--- config.mk ---
export PLATFORM = sky130hd
export DESIGN_NAME = hazard_stall_unit
export DESIGN_NICKNAME = d
export VERILOG_FILES = /design/src/rtl/hazard_stall_unit.sv
export SDC_FILE = /design/constraint.sdc
export NUM_CORES = 1
export LEC_CHECK = 0
export CAP_MARGIN = 30
export CORE_UTILIZATION = 41
export DETAILED_ROUTE_END_ITERATION = 6
export GPL_ROUTABILITY_DRIVEN = 1
export HOLD_SLACK_MARGIN = 0.02
export PLACE_DENSITY = 0.76
export SLEW_MARGIN = 20
export SYNTH_ARGS = -nofsm -noshare
export SYNTH_HDL_FRONTEND = slang
export SYNTH_SLANG_ARGS = --single-unit
--- constraint.sdc ---
create_clock -name clk -period 2.1 [get_ports clk]
set_input_delay 0.525 -clock clk [delete_from_list [all_inputs] [get_ports clk]]
set_output_delay 0.525 -clock clk [all_outputs]
set_load 0.01 [all_outputs]
--- src/rtl/hazard_stall_unit.sv ---
// hazard_stall_unit: load-use / branch / memory-wait pipeline control,
// EX-stage forwarding selects, a memory wait timeout flag and saturating
// stall/flush performance counters.
module hazard_stall_unit #(
    parameter int MAX_WAIT = 16,
    parameter int CNT_W    = 16
) (
    input  logic             clk,
    input  logic             rst,
    input  logic [4:0]       id_rs,
    input  logic [4:0]       id_rt,
    input  logic [4:0]       ex_rs,
    input  logic [4:0]       ex_rt,
    input  logic             ex_mem_read,
    input  logic [4:0]       ex_load_rt,
    input  logic             mem_reg_write,
    input  logic [4:0]       mem_write_addr,
    input  logic             wb_reg_write,
    input  logic [4:0]       wb_write_addr,
    input  logic             branch_taken,
    input  logic             dmem_req,
    input  logic             dmem_ready,
    output logic             pc_write,
    output logic             ifid_write,
    output logic             ifid_flush,
    output logic             idex_bubble,
    output logic             pipe_freeze,
    output logic [1:0]       fwd_a,
    output logic [1:0]       fwd_b,
    output logic [CNT_W-1:0] stall_cnt,
    output logic [CNT_W-1:0] flush_cnt,
    output logic             mem_timeout
);

    localparam int WCNT_W = $clog2(MAX_WAIT + 1);
    localparam logic [WCNT_W-1:0] WAIT_MAX  = WCNT_W'(MAX_WAIT);
    localparam logic [WCNT_W-1:0] WAIT_LAST = WCNT_W'(MAX_WAIT - 1);

    typedef enum logic {
        RUN      = 1'b0,
        MEM_WAIT = 1'b1
    } state_t;

    state_t            state;
    state_t            state_nxt;
    logic [WCNT_W-1:0] wcnt;
    logic [WCNT_W-1:0] wcnt_nxt;
    logic              timeout_nxt;
    logic              freeze;
    logic              load_use;
    logic              flush_req;
    logic              stall_req;

    // EX/MEM result beats MEM/WB result; register 0 is hardwired and never forwarded.
    function automatic logic [1:0] fwd_sel(
        input logic       mem_we,
        input logic [4:0] mem_addr,
        input logic       wb_we,
        input logic [4:0] wb_addr,
        input logic [4:0] src
    );
        if (mem_we && (mem_addr != 5'd0) && (mem_addr == src)) begin
            return 2'b10;
        end else if (wb_we && (wb_addr != 5'd0) && (wb_addr == src)) begin
            return 2'b01;
        end
        return 2'b00;
    endfunction

    // Hazard detection; freeze outranks load-use, which outranks a taken branch.
    always_comb begin
        freeze    = dmem_req && !dmem_ready;
        load_use  = ex_mem_read && (ex_load_rt != 5'd0) &&
                    ((ex_load_rt == id_rs) || (ex_load_rt == id_rt));
        flush_req = branch_taken && !freeze && !load_use;
        stall_req = freeze || load_use;
    end

    // Pipeline register controls and forwarding selects; reset holds the front end and flushes it.
    always_comb begin
        pc_write    = 1'b1;
        ifid_write  = 1'b1;
        ifid_flush  = 1'b0;
        idex_bubble = 1'b0;
        pipe_freeze = 1'b0;
        fwd_a       = 2'b00;
        fwd_b       = 2'b00;
        if (!rst) begin
            pc_write    = 1'b0;
            ifid_write  = 1'b0;
            ifid_flush  = 1'b1;
            idex_bubble = 1'b1;
        end else begin
            pipe_freeze = freeze;
            if (freeze) begin
                pc_write   = 1'b0;
                ifid_write = 1'b0;
            end else if (load_use) begin
                pc_write    = 1'b0;
                ifid_write  = 1'b0;
                idex_bubble = 1'b1;
            end else if (branch_taken) begin
                ifid_flush = 1'b1;
            end
            fwd_a = fwd_sel(mem_reg_write, mem_write_addr, wb_reg_write, wb_write_addr, ex_rs);
            fwd_b = fwd_sel(mem_reg_write, mem_write_addr, wb_reg_write, wb_write_addr, ex_rt);
        end
    end

    // Wait FSM; the timeout flag sets on the same edge wcnt reaches MAX_WAIT,
    // i.e. at the end of the MAX_WAIT-th consecutive not-ready cycle.
    always_comb begin
        state_nxt   = state;
        wcnt_nxt    = wcnt;
        timeout_nxt = mem_timeout;
        case (state)
            RUN: begin
                if (freeze) begin
                    state_nxt = MEM_WAIT;
                    wcnt_nxt  = WCNT_W'(1);
                end
            end
            MEM_WAIT: begin
                if (!freeze) begin
                    state_nxt = RUN;
                    wcnt_nxt  = '0;
                end else begin
                    if (wcnt >= WAIT_LAST) begin
                        timeout_nxt = 1'b1;
                    end
                    if (wcnt != WAIT_MAX) begin
                        wcnt_nxt = wcnt + WCNT_W'(1);
                    end
                end
            end
        endcase
    end

    // State, wait counter and sticky timeout registers.
    always_ff @(posedge clk) begin
        if (!rst) begin
            state       <= RUN;
            wcnt        <= '0;
            mem_timeout <= 1'b0;
        end else begin
            state       <= state_nxt;
            wcnt        <= wcnt_nxt;
            mem_timeout <= timeout_nxt;
        end
    end

    // Saturating performance counters: stall cycles and IF/ID flush cycles.
    always_ff @(posedge clk) begin
        if (!rst) begin
            stall_cnt <= '0;
            flush_cnt <= '0;
        end else begin
            if (stall_req && (stall_cnt != '1)) begin
                stall_cnt <= stall_cnt + CNT_W'(1);
            end
            if (flush_req && (flush_cnt != '1)) begin
                flush_cnt <= flush_cnt + CNT_W'(1);
            end
        end
    end

endmodule
---- Yosys cells after proc, flatten, opt, wreduce, memory -nomap -nowiden ----
Index checks and enable logic that the tools add are counted.
word-level totals
  flip-flop bits (word level) ............. 39
  input port bits ......................... 43
cells by class
  bitwise operators ....................... 1
  $add $sub $neg .......................... 3
  magnitude comparators ................... 1
  eq/ne operators ......................... 11
  muxes and demuxes ....................... 30
  reductions and logical operators ........ 23
operator list
  kind                     count
  $add A16 B1 Y16 const B  2
  $ne A16 B16 Y1 const B   2
  $eq A5 B5 Y1             6
  $mux W1                  18
  $mux W2                  8
  $mux W5                  3
  $reduce_bool A5 Y1       3
  $logic_and A1 B1 Y1      13
  $pmux W5 S2              1
  $add A5 B1 Y5 const B    1
  $ge A5 B4 Y1 const B     1
  $ne A5 B5 Y1 const B     1
  $logic_not A1 Y1         3
  $ne A3 B2 Y1 const B     1
  $reduce_and A3 Y1        1
  $logic_or A1 B1 Y1       2
  $ne A2 B2 Y1 const B     1
  $reduce_and A2 Y1        1
  $not A1 Y1               1

---- Depth between registers and ports, before layout ----
  depth in word-level cells ............... 8
  mapped depth ............................ 9
  mapped depth without buffers ............ 7

---- Worst setup path after synthesis ----
Ideal clock, no wire load.
  kind .................................... input-to-output
  from .................................... in ex_load_rt[1]
  to ...................................... out pc_write
  arrival ................................. 1.833 ns
  stages on the path ...................... 5
  path buffers ............................ 1
  slack ................................... -0.258 ns
  required time ........................... 1.575 ns
  cells stage by stage .................... or4_4 o21ai_4 nor2_1 nor3_1 buf_4
between the ends
  word-level cells in the longest chain between the ends .. 6
  elaborated cells between the ends (all ways) .. 9
  classes of those cells .................. eq/ne: 2; mux: 3; reduce/logical: 4
RTL lines
  element                                                    line    source
  from (decl)                                                15      input logic [4:0] ex_load_rt,
  $eq A5 B5 Y1 or $reduce_bool A5 Y1 (tied branches)         74, 73
  $logic_or A1 B1 Y1 or $logic_and A1 B1 Y1 (tied branches)  74, 73
  $logic_and A1 B1 Y1 (*)                                    73      load_use = ex_mem_read && (ex_load_rt != 5'd0) &&
  $mux W1 (*) (3 in a row)                                   n/a
  to (decl)                                                  23      output logic pc_write,
Every way passes the cells marked *; elsewhere a longest branch is shown, timed or not.

---- Worst setup path after layout ----
  from .................................... in mem_write_addr[1]
  to ...................................... out fwd_a[0]
between the ends
  word-level cells in the longest chain between the ends .. 7
  elaborated cells between the ends (all ways) .. 9
  classes of those cells .................. eq/ne: 1; mux: 5; reduce/logical: 3
RTL lines
  element                  line  source
  from (decl)              17    input logic [4:0] mem_write_addr,
  $reduce_bool A5 Y1       62    if (mem_we && (mem_addr != 5'd0) && (mem_addr == src)) begin
  $logic_and A1 B1 Y1      62
  $logic_and A1 B1 Y1 (*)  62
  $mux W1                  62
  $mux W1                  88    if (!rst) begin
  $mux W2 (*)              67    return 2'b00;
  $mux W2 (*)              88
  to (decl)                28    output logic [1:0] fwd_a,
Every way passes the cells marked *; elsewhere a longest branch is shown, timed or not. The select of a mux whose other input is x is not followed.

==> metrics <==
number of nets produced by synthesis 358; First DRT Iteration DRCs 166; largest net degree at the start of global routing 25; Worst slew margin 80.4%; clock tree from TritonCTS yes; Hold Crit Start mem_timeout; Yosys cell types 50; buffer and inverter count on the worst path 4; first-pass iteration count of the detailed router 5; vias in the first global route 2929; fraction of the cycle the final worst path needs 115%; placement row count 27; ranking of synthesized cells by instance count sky130_fd_sc_hd__dfxtp_1 (39), sky130_fd_sc_hd__a21oi_1 (25), sky130_fd_sc_hd__nor2_1 (24); Antenna Diode Count 0; final antenna-violating net count 0; final count of pins violating max slew 0; routability cong. 0.891; endpoint required time on the critical path 1.57 ns; largest incremental delay on the critical path 0.54 ns; aggregate routed wire length roughly 8.1 mm; Yosys top cell by area sky130_fd_sc_hd__dfxtp_1; average detailed-routed wire length per instance 15.5 um; post-route minimum period 2.42 ns; transition time at the pin with the least slew margin 0.291 ns; status finished with violations; number of violations of the max-capacitance limit 0; power density over the cells 428 nW/um2; Lkg Pwr 1.55 nW; average footprint of a synthesized cell 8.00 um2; Synth area leaders sky130_fd_sc_hd__dfxtp_1 (31%), sky130_fd_sc_hd__xnor2_1 (7.1%), sky130_fd_sc_hd__xor2_1 (5.3%), sky130_fd_sc_hd__a21oi_1 (5.0%), sky130_fd_sc_hd__nand3_1 (4.2%); detailed-route DRC error count 0; worst setup skew after layout ~0.008 ns; initial core utilization 43.7%; filler instances 416; Worst Path Class, Setup input port to output pin; Register-to-Register Setup Slack around 0.12 ns; type of the tightest min-delay check flip-flop to flip-flop; via/cell ratio 5.58; reg2reg path depth 7; net count reported at finish 501; endpoint of the worst hold-timing path mem_timeout; CP endpoint kind output pin; CTS clock-pin slew for the worst setup and hold paths 0.08 ns; commonest register cell after synthesis sky130_fd_sc_hd__dfxtp_1; top achievable clock speed 413 MHz; critical register-to-register path endpoint flush_cnt[11]; Hold Vio Cnt, Final 0; number of H-tree levels 2; register cell area after layout around 780 um2; number of flops mapped to enable cells by yosys 0; Layout area overhead 67.1%; post-detailed-placement cell area 3690 um2; unrepaired setup endpoints after global routing true; Die Area 6360 um2; cell with the most instances after synthesis sky130_fd_sc_hd__dfxtp_1; cells after synthesis between 300 and 400; number of buffers inserted during clock tree synthesis 5; register bit count reported by yosys 39; wire length of the first global-routing pass 13.3 mm; core box area 5680 um2; worst IR drop on VDD 0.000269 V; critical path, cell by cell buf_8 > or4_4 > o21ai_4 > buf_6 > nor4_4 > buf_4 > nor4_4 > buf_2; post-layout instance area 4140 um2; startpoint of the lowest-slack register-to-register path flush_cnt[8]; number of input and output port buffers inserted 84; cell repeated most along the worst path sky130_fd_sc_hd__nor4_4; total congestion overflow 0; violations in the final reports setup timing; Hold Slack ~0.50 ns; setup slack after layout -0.321 ns; Warnings, synthesis 0; total power after layout between 0.0015 and 0.002 W; antenna violations before repair 0; Critical Path AT 1.90 ns; number of failing setup endpoints in the final timing report 8; netlist area before placement 2480 um2; share of the synthesized area in the top cell type 31.5%; total via count after detailed routing 2934; highest fanout seen on the critical path 3; Critical Path Source Type input port; worst skew pair latency 0.30 ns; share of post-route cells with drive strength above 1 28.4%; die outline width around 80 um; largest delay contributor family on the critical path simple AND/OR/NAND/NOR gates; WHS Path Cells 2; cell with the largest stage delay on the worst path sky130_fd_sc_hd__or4_4; die boundary height around 80 um; fraction of synthesis flops using an asynchronous set or reset pin 0%; area used by multi-input combinational logic 1810 um2; Seq/Total Area, Yosys 31.5%; number of clock sinks 39; GRT Overall Usage 26.8%; Ports 85; clock root cell sky130_fd_sc_hd__clkbuf_8; Max Root-Sink Buffers 2; total half-perimeter wirelength after legalization and detailed placement roughly 5.4 mm
## sequential cells by signal, summed over array words and instances, names as in the netlist
register     cells
mem_timeout      1
state            1
stall_cnt       16
flush_cnt       16
wcnt             5
## worst reg2reg max path, stage by stage (launching register included)
cell and delay [ns]:
sky130_fd_sc_hd__dfxtp_1 0.38, sky130_fd_sc_hd__and4_1 0.25, sky130_fd_sc_hd__and3_2 0.25, sky130_fd_sc_hd__a31oi_4 0.20, sky130_fd_sc_hd__o21ai_4 0.12, sky130_fd_sc_hd__buf_12 0.15
sky130_fd_sc_hd__or4_1 0.44, sky130_fd_sc_hd__a21oi_2 0.14
## cells in the final DEF (no fill, tap or decap), types with 9 or more instances in the layout
cell type,instances
sky130_fd_sc_hd__nand3_1,20
sky130_fd_sc_hd__nor3_1,9
sky130_fd_sc_hd__or3_1,16
sky130_fd_sc_hd__dlygate4sd2_1,9
sky130_fd_sc_hd__a21oi_1,24
sky130_fd_sc_hd__clkdlybuf4s15_1,10
sky130_fd_sc_hd__nor2_1,22
sky130_fd_sc_hd__buf_6,13
sky130_fd_sc_hd__dfxtp_1,39
sky130_fd_sc_hd__clkdlybuf4s50_1,39
sky130_fd_sc_hd__buf_2,14
sky130_fd_sc_hd__o21ai_0,12
sky130_fd_sc_hd__nand2_1,20
sky130_fd_sc_hd__xnor2_1,16
sky130_fd_sc_hd__o21ai_1,12
sky130_fd_sc_hd__buf_4,49
sky130_fd_sc_hd__xor2_1,15
## worst max path at each step
stage,depth (start not counted),slack (ns),from,endpoint
finish,8,-0.32,mem_write_addr[1],fwd_a[0]
global route,8,-0.37,mem_write_addr[1],fwd_a[0]
CTS,8,-0.45,mem_write_addr[2],fwd_a[0]
detailed placement,6,-1.09,wb_write_addr[4],fwd_a[0]
global placement,6,-1.07,wb_write_addr[4],fwd_a[0]
floorplan,5,-0.13,ex_load_rt[1],pc_write
## power breakdown
group          switching (W)  total (W)  leakage, nW  internal (W)
registers          0.0000119   0.000760        0.315      0.000748
clock network       0.000272   0.000572       0.0515      0.000300
logic               0.000201   0.000441         1.19      0.000240
## through the flow
step	worst slack (ns)	setup TNS (ns)	std cells	util, %
after global placement	-1.07	-21.01	496	65.1
after floorplan	-0.127	-0.179	310	-
final	-0.321	-1.48	526	73.0
after global routing	-0.369	-1.97	526	73.0
after CTS	-0.453	-2.57	522	70.8
after detailed placement	-1.09	-21.82	496	65.1
## repair_timing
action | 4_1_cts | 5_1_grt
resized for setup | 132 | 47
cloned | 3 | 0
hold buffers | 0 | 0
setup buffers | 16 | 7
endpoints found under the setup margin | 38 | 31
pin swaps | 44 | 40
## area by class of cell
| type | instances | share of cell area, % |
|---|---|---|
| clock buffers | 8 | 2.42 |
| inverters | 7 | 0.664 |
| multi-input cells | 253 | 43.7 |
| flip-flops and latches | 39 | 18.8 |
| well taps | 72 | 2.17 |
| repair buffers | 147 | 32.2 |
## per-layer routing
layer  up-vias  wire, um  GRT usage [%]
li1       1423         -              -
met1      1390      3270           29.0
met2       107      4220           50.6
met3        14       517           5.83
met4         0       136           9.82
met5         -         0              0
## logic make-up (layout without fill, tap and decap cells)
group	after synthesis	count (layout)	synth area share [%]
XOR/XNOR	35	35	12.4
buffers and inverters	18	162	3.99
multiplexers	1	1	0.404
flip-flops	39	39	31.5
AO/OA/AOI/OAI	73	73	18.4
adder cells (fa/ha/maj)	5	5	2.52
AND/OR/NAND/NOR	139	139	30.8
Power figures use the tool's default switching activity.
